File: src/rtl/ks10_bus_arbiter.sv
// KS10 backplane arbiter: fixed-priority (CON > UBA > CPU) single-owner bus sequencer.
// Optional non-existent-memory timeout is compiled in with `define ARB_TIMEOUT_EN.
module ks10_bus_arbiter #(
   parameter int NXMCNT = 31,
   parameter int CNTW   = 5
) (
   input  logic        clk,
   input  logic        rst,
   input  logic        cpuREQ,
   input  logic [0:35] cpuADDR,
   input  logic [0:35] cpuDATAI,
   output logic        cpuACK,
   input  logic        conREQ,
   input  logic [0:35] conADDR,
   input  logic [0:35] conDATAI,
   output logic        conACK,
   input  logic        ubaREQ,
   input  logic [0:35] ubaADDR,
   input  logic [0:35] ubaDATAI,
   output logic        ubaACK,
   output logic [0:35] rdDATA,
   output logic        memREQ,
   input  logic        memACK,
   input  logic [0:35] memDATAI,
   output logic [0:35] arbADDRO,
   output logic [0:35] arbDATAO,
   output logic [2:0]  arbGNT,
   output logic        nxmERR
);

   typedef enum logic [1:0] {
      ST_IDLE  = 2'd0,
      ST_GRANT = 2'd1,
      ST_WAIT  = 2'd2,
      ST_DONE  = 2'd3
   } state_t;

   // Requester index doubles as the arbGNT bit: 0 = CPU, 1 = UBA, 2 = CON.
   localparam int NREQ = 3;

   if ((1 << CNTW) <= NXMCNT) begin : g_cntw_too_small
      $error("CNTW too narrow to count to NXMCNT");
   end

   state_t            r_state;
   state_t            w_state_next;
   logic [NREQ-1:0]   w_req;
   logic [NREQ-1:0]   w_win;
   logic [NREQ:1]     w_blk;
   logic              w_any;
   logic [NREQ-1:0]   r_gnt;
   logic [NREQ-1:0]   w_gnt_next;
   logic [NREQ-1:0]   r_ack;
   logic [NREQ-1:0]   w_ack_next;
   logic              r_memreq;
   logic              w_memreq_next;
   logic [0:35]       r_addr;
   logic [0:35]       w_addr_next;
   logic [0:35]       r_data;
   logic [0:35]       w_data_next;
   logic [0:35]       r_rd;
   logic [0:35]       w_rd_next;
   logic [0:35]       w_addr_arr [NREQ];
   logic [0:35]       w_data_arr [NREQ];
   logic [0:35]       w_addr_acc [NREQ+1];
   logic [0:35]       w_data_acc [NREQ+1];

`ifdef ARB_TIMEOUT_EN
   logic [CNTW-1:0]   r_cnt;
   logic [CNTW-1:0]   w_cnt_next;
   logic [CNTW-1:0]   w_cnt_inc;
   logic              r_nxm_pend;
   logic              w_nxm_pend_next;
   logic              r_nxm;
   logic              w_nxm_next;
`endif

   assign w_req         = {conREQ, ubaREQ, cpuREQ};
   assign w_addr_arr[0] = cpuADDR;
   assign w_addr_arr[1] = ubaADDR;
   assign w_addr_arr[2] = conADDR;
   assign w_data_arr[0] = cpuDATAI;
   assign w_data_arr[1] = ubaDATAI;
   assign w_data_arr[2] = conDATAI;

   // w_blk[i] is set when requester i or anyone above it is asking.
   assign w_blk[NREQ] = 1'b0;
   genvar gi;
   generate
      for (gi = 1; gi < NREQ; gi++) begin : g_blk
         assign w_blk[gi] = w_blk[gi+1] | w_req[gi];
      end
      for (gi = 0; gi < NREQ; gi++) begin : g_win
         assign w_win[gi] = w_req[gi] & ~w_blk[gi+1];
      end
   endgenerate

   assign w_any = |w_req;

   // One-hot AND-OR mux of the winner's address/data.
   assign w_addr_acc[0] = '0;
   assign w_data_acc[0] = '0;
   generate
      for (gi = 0; gi < NREQ; gi++) begin : g_mux
         assign w_addr_acc[gi+1] = w_addr_acc[gi] | ({36{w_win[gi]}} & w_addr_arr[gi]);
         assign w_data_acc[gi+1] = w_data_acc[gi] | ({36{w_win[gi]}} & w_data_arr[gi]);
      end
   endgenerate

`ifdef ARB_TIMEOUT_EN
   assign w_cnt_inc = r_cnt + 1'b1;
`endif

   always_comb begin
      w_state_next  = r_state;
      w_gnt_next    = r_gnt;
      w_ack_next    = '0;
      w_memreq_next = r_memreq;
      w_addr_next   = r_addr;
      w_data_next   = r_data;
      w_rd_next     = r_rd;
`ifdef ARB_TIMEOUT_EN
      w_cnt_next      = r_cnt;
      w_nxm_pend_next = r_nxm_pend;
      w_nxm_next      = 1'b0;
`endif
      unique case (r_state)
         ST_IDLE: begin
            if (w_any) begin
               w_gnt_next   = w_win;
               w_addr_next  = w_addr_acc[NREQ];
               w_data_next  = w_data_acc[NREQ];
               w_state_next = ST_GRANT;
            end
         end
         ST_GRANT: begin
            w_memreq_next = 1'b1;
            w_state_next  = ST_WAIT;
`ifdef ARB_TIMEOUT_EN
            w_cnt_next      = '0;
            w_nxm_pend_next = 1'b0;
`endif
         end
         ST_WAIT: begin
            if (memACK) begin
               w_rd_next     = memDATAI;
               w_memreq_next = 1'b0;
               w_state_next  = ST_DONE;
            end
`ifdef ARB_TIMEOUT_EN
            else if (w_cnt_inc == CNTW'(NXMCNT)) begin
               // Nobody answered: finish with zero data and flag it.
               w_rd_next       = '0;
               w_memreq_next   = 1'b0;
               w_nxm_pend_next = 1'b1;
               w_state_next    = ST_DONE;
            end else begin
               w_cnt_next = w_cnt_inc;
            end
`endif
         end
         ST_DONE: begin
            w_ack_next   = r_gnt;
            w_gnt_next   = '0;
            w_state_next = ST_IDLE;
`ifdef ARB_TIMEOUT_EN
            w_nxm_next      = r_nxm_pend;
            w_nxm_pend_next = 1'b0;
`endif
         end
         default: begin
            w_state_next = ST_IDLE;
         end
      endcase
   end

   always_ff @(posedge clk) begin
      if (!rst) begin
         r_state  <= ST_IDLE;
         r_gnt    <= '0;
         r_ack    <= '0;
         r_memreq <= 1'b0;
         r_addr   <= '0;
         r_data   <= '0;
         r_rd     <= '0;
`ifdef ARB_TIMEOUT_EN
         r_cnt      <= '0;
         r_nxm_pend <= 1'b0;
         r_nxm      <= 1'b0;
`endif
      end else begin
         r_state  <= w_state_next;
         r_gnt    <= w_gnt_next;
         r_ack    <= w_ack_next;
         r_memreq <= w_memreq_next;
         r_addr   <= w_addr_next;
         r_data   <= w_data_next;
         r_rd     <= w_rd_next;
`ifdef ARB_TIMEOUT_EN
         r_cnt      <= w_cnt_next;
         r_nxm_pend <= w_nxm_pend_next;
         r_nxm      <= w_nxm_next;
`endif
      end
   end

   assign cpuACK   = r_ack[0];
   assign ubaACK   = r_ack[1];
   assign conACK   = r_ack[2];
   assign arbGNT   = r_gnt;
   assign memREQ   = r_memreq;
   assign arbADDRO = r_addr;
   assign arbDATAO = r_data;
   assign rdDATA   = r_rd;
`ifdef ARB_TIMEOUT_EN
   assign nxmERR   = r_nxm;
`else
   assign nxmERR   = 1'b0;
`endif

endmodule

File: config.mk
export PLATFORM = sky130hd
export DESIGN_NAME = ks10_bus_arbiter
export DESIGN_NICKNAME = d
export VERILOG_FILES = /design/src/rtl/ks10_bus_arbiter.sv
export SDC_FILE = /design/constraint.sdc
export NUM_CORES = 1
export LEC_CHECK = 0
export ABC_AREA = 1
export ABC_CLOCK_PERIOD_IN_PS = 1800
export CAP_MARGIN = 20
export CORE_AREA = 2 2 147 149
export CTS_CLUSTER_DIAMETER = 200
export DETAILED_ROUTE_END_ITERATION = 8
export DIE_AREA = 0 0 149 151
export PLACE_DENSITY = 0.63
export SYNTH_ARGS = -nofsm -noshare
export SYNTH_HDL_FRONTEND = slang
export SYNTH_SLANG_ARGS = --single-unit
File: constraint.sdc
create_clock -name clk -period 1.8 [get_ports clk]
set_input_delay 0.27 -clock clk [delete_from_list [all_inputs] [get_ports clk]]
set_output_delay 0.27 -clock clk [all_outputs]
set_load 0.01 [all_outputs]
Word level (Yosys, flattened, before mapping)
Index checks and enable logic that the tools add are counted.
{"block": "op_classes", "n_eq_ne": 5, "n_mux": 7, "bitwise_logic": 15, "n_reduce_logical": 10}
{"op": "AND 36 bit", "n": 6}
{"op": "bitwise OR 36 bit", "n": 4}
{"op": "AND reduction 2 bit", "n": 6}
{"op": "case mux 2 bit (4 select lines)", "n": 1}
{"op": "case mux 3 bit (2 select lines)", "n": 1}
{"op": "== test 2 bit, second input constant", "n": 2}
{"op": "two-way mux 2 bit", "n": 2}
{"op": "!= test 2 bit, second input constant", "n": 2}
{"op": "nonzero test 2 bit", "n": 2}
{"op": "two-way mux 3 bit", "n": 1}
{"op": "OR reduction 3 bit", "n": 1}
{"op": "AND 1 bit", "n": 2}
{"op": "== test 2 x 1 -> 1 bit, second input constant", "n": 1}
{"op": "logical NOT 2 bit", "n": 1}
{"op": "NOT 1 bit", "n": 2}
{"op": "case mux 1 bit (2 select lines)", "n": 1}
{"op": "two-way mux 1 bit", "n": 1}
{"op": "bitwise OR 1 bit", "n": 1}
{"block": "word_totals", "register_bits": 117, "input_bits": 258, "out_inout_bits": 116, "word_cells": 44}

Logic depth before layout (Yosys ltp)
{"block": "depth", "depth_word": 6, "mapped_depth": 8, "mapped_depth_nobuf": 7}

Worst setup path after synthesis
OpenSTA, ideal clock, no wires.
{"block": "synth_timing", "kind": "reg2reg", "startpoint": "register r_state[0]", "endpoint": "register r_addr, in the netlist arbADDRO[0]", "setup_ps": 111, "arrival_time_ps": 1328, "required_time_ps": 1689, "setup_slack_ps": 361, "path_stages_with_launch": 9, "n_path_buf": 3, "period_less_slack_ps": 1439, "cell_sequence": "dfxtp_1 -> inv_1 -> ha_1 -> clkbuf_1 -> nand2_2 -> buf_4 -> buf_4 -> nor2_1 -> nor2_1"}
{"block": "synth_between", "elab_chain_len": 2}
{"item": "start, declared", "line": "45", "rtl": "state_t r_state;"}
{"item": "start signal, assigned", "line": "192", "rtl": "r_state <= w_state_next;"}
{"item": "logical NOT 2 bit", "line": "127", "rtl": "unique case (r_state)"}
{"item": "AND reduction 2 bit (no source line)"}
{"item": "end signal, assigned", "line": "196", "rtl": "r_addr <= w_addr_next;"}
{"item": "end, declared", "line": "57", "rtl": "logic [0:35] r_addr;"}
Every way passes these cells.
A chain may end at the register's enable or synchronous reset.

Worst setup path in the final report
{"block": "layout_timing", "startpoint": "register r_data, in the netlist arbDATAO[29]", "endpoint": "output arbDATAO[29] in the netlist's numbering"}
{"item": "start, declared", "line": "59", "rtl": "logic [0:35] r_data;"}
{"item": "start signal, assigned", "line": "197", "rtl": "r_data <= w_data_next;"}
{"item": "end, declared", "line": "26", "rtl": "output logic [0:35] arbDATAO,"}
No word-level cell between the ends.

==> flow_summary.ini <==
[sta]
period_minus_slack_ns = 1.642
hold_viol_final = 0
skew_ns = 0.006065
max_freq_ghz = 0.6089
hold_ws_ns = 0.2884
setup_tns_ns = 0
setup_viol = 0
min_period_over_period_pct = 91.23
final_max_slew_viol_count = 0
rsz0062_at_grt = no
setup_ws_ns = 0.1578

[final_layout]
area_growth_syn_to_layout_pct = 78.00
insertedDiodeCount = 0
seqCellArea_um2 = 2342
drive_above_1_share_pct = 4.874
final.fill_count = 2103
fin_nets = 1604
multi_input_area_um2 = 3032
fin_util_pct = 51.23

[critical_path]
cpMaxStageDelayCell = clkdlybuf4s50_1
crit_path_start_kind = flip-flop
timing.rr.start = r_state[0]
crit_path_end_kind = primary output
critPathBufInv = 1
cp_max_fo = 2
crit_chain = clkdlybuf4s50_1
r2r_setup_slack_ns = 0.19
cpPeakStageDelay_ns = 0.62
crit_family = buffers and inverters
cp.arrival_ns = 1.37
reg2reg_depth = 6
critical_path_class = reg -> out
r2r-end = rdDATA[10]
critPathRequiredTime_ns = 1.53

[clocking]
cts_resized = 0
clock_latency_ns = 0.41
clk_pin_slew_worst_paths_ns = 0.06
cts_tree = yes
cts_hold_buf = 0
clock_path_buffers = 2
cts.sinks = 117
cts_buffers = 17
post_cts.repair.setup_buffers = 0
root_buffer = clkbuf_16
ctsHtreeMaxLevel = 4

[detailed_routing]
drcViolationCount = 0
route.detailed.wl_per_inst_um = 14.38
route.met3.wl_mm = 2.630
dr.max_layer_used = met4
wl_met1_mm = 9.188
met2WireLength_mm = 11.20
ant_nets = 0
vias = 7201
drtIter0Drc = 274
wl_mm = 23.42
viasPerCell = 4.421
firstDrtPassIters = 5

[global_route]
grt_pass1_wl_mm = 35.24
antenna_found_initial = 0
groute.usage.overall_pct = 19.98
first_global_vias = 6839
grt_start_max_net_pins = 74
overflow = 0

[power]
p_per_area_nw_per_um2 = 1235
total_power_uw = 13180
p_leak_uw = 0.004570
ir_worst_vdd_mv = 0.6241

[min_path]
worstHoldPathType = in -> reg
min_to = r_state[0]
hold_depth = 3
hold_path_startpoint = rst

[status]
status = completed

[floorplanning]
initial_core_util_pct = 28.78
rows = 53
ios = 374
die_w_um = 149
core_um2 = 20820
die_y_um = 151
die_area_um2 = 22500

[synthesis]
ys_warn_count = 0
seq_area_frac_synth_pct = 39.08
synthTopCellsByCount = nand2_1, nor2_1, nand3_1, dfxtp_1, inv_1
synth-async-reset-ratio_pct = 0
postSynthCellCount = 990
syn_avg_cell_area_um2 = 6.054
synth_top_area_share_pct = 39.08
syn-num-nets = 1253
synth_top_flop_cell = dfxtp_1
ys_seq_elements = 117
synth_area_leaders = dfxtp_1, nand2_1, nor2_1
synth_edf_count = 0
netlist-cell-type-count = 19
syn_area_um2 = 5993
synth_top_area_cell = dfxtp_1
yosysMostFrequentCell = nand2_1

[place]
hpwlAfterDp_mm = 17.29
detailedPlace.worstSlack_ns = 0.01798
gp_congestion = 0.7945
port_buffers = 372

[run]
maxCapViolCount = 0
-- cell type report --
type,count,share of cell area (%)
Tap cell,275,3.225
Multi-Input combinational cell,724,28.42
Inverter,83,2.920
Clock buffer,21,4.410
Clock inverter,11,1.396
Timing Repair Buffer,398,37.67
Sequential cell,117,21.96
-- how the worst max path moves through the flow --
stage / startpoint / end / slack [ns] / cells after the start
finish: arbDATAO[29] / arbDATAO[29] / 0.16 / 1
global route: arbADDRO[21] / arbADDRO[21] / 0.09 / 1
CTS: arbADDRO[21] / arbADDRO[21] / 0.13 / 1
detailed placement: ubaREQ / arbDATAO[28] / 0.02 / 8
global placement: ubaREQ / arbDATAO[0] / 0.05 / 8
floorplan: r_state[0] / arbADDRO[0] / 0.36 / 8
-- registers in the layout, indices dropped and copies added, names as in the netlist --
| register | flops |
|---|---|
| arbADDRO | 36 |
| r_state | 2 |
| rdDATA | 36 |
| arbGNT | 3 |
| arbDATAO | 36 |
| memREQ | 1 |
| r_ack | 3 |
-- report_power, final --
| part | internal, µW | switching (µW) |
|---|---|---|
| Sequential | 3400 | 410 |
| Combinational | 2910 | 2890 |
| Clock | 2290 | 1270 |
-- worst register-to-register path: stages, from the launching register on --
cell     delay (ns)
dfxtp_1        0.33
inv_1          0.13
ha_1           0.22
nand2_1        0.14
buf_4          0.24
o21ai_0        0.37
nor2_1         0.07
-- placed cells by master (no fill, tap or decap), drive strengths merged, types with 2 or more instances in the layout --
cell | netlist | final
or2 | 2 | 2
clkinvlp | 0 | 3
nand3 | 148 | 148
ha | 5 | 5
buf | 49 | 29
clkbuf | 17 | 21
a21oi | 6 | 6
clkinv | 0 | 4
o21ai | 36 | 36
nand2 | 301 | 301
nor2 | 222 | 222
dfxtp | 117 | 117
clkdlybuf4s50 | 0 | 369
bufinv | 0 | 3
inv | 83 | 84
nor3 | 2 | 2
-- per-layer routing --
| metal | track usage (%) | vias up |
|---|---|---|
| met1 | 21.32 | 3156 |
| met2 | 35.12 | 281 |
| met3 | 9.578 | 24 |
| met5 | 0 | - |
| li1 | - | 3740 |
| met4 | 5.905 | 0 |
-- cells by family (layout without fill, tap and decap cells) --
kind of cell | after synthesis | in the layout | share of synthesized area (%)
flops | 117 | 117 | 39.08
simple gates | 676 | 676 | 45.72
compound gates | 42 | 42 | 3.507
other cells | 1 | 1 | 0.06257
fa+ha+maj | 5 | 5 | 1.044
buf+inv | 149 | 513 | 10.58
-- metrics by stage --
stage	cell area, µm²	cells
6_report	10670	1629
5_1_grt	10670	1629
4_1_cts	10670	1629
3_5_place_dp	10050	1597
3_3_place_gp	10050	1597
2_1_floorplan	5993	990
(Power assumes the default switching activity.)
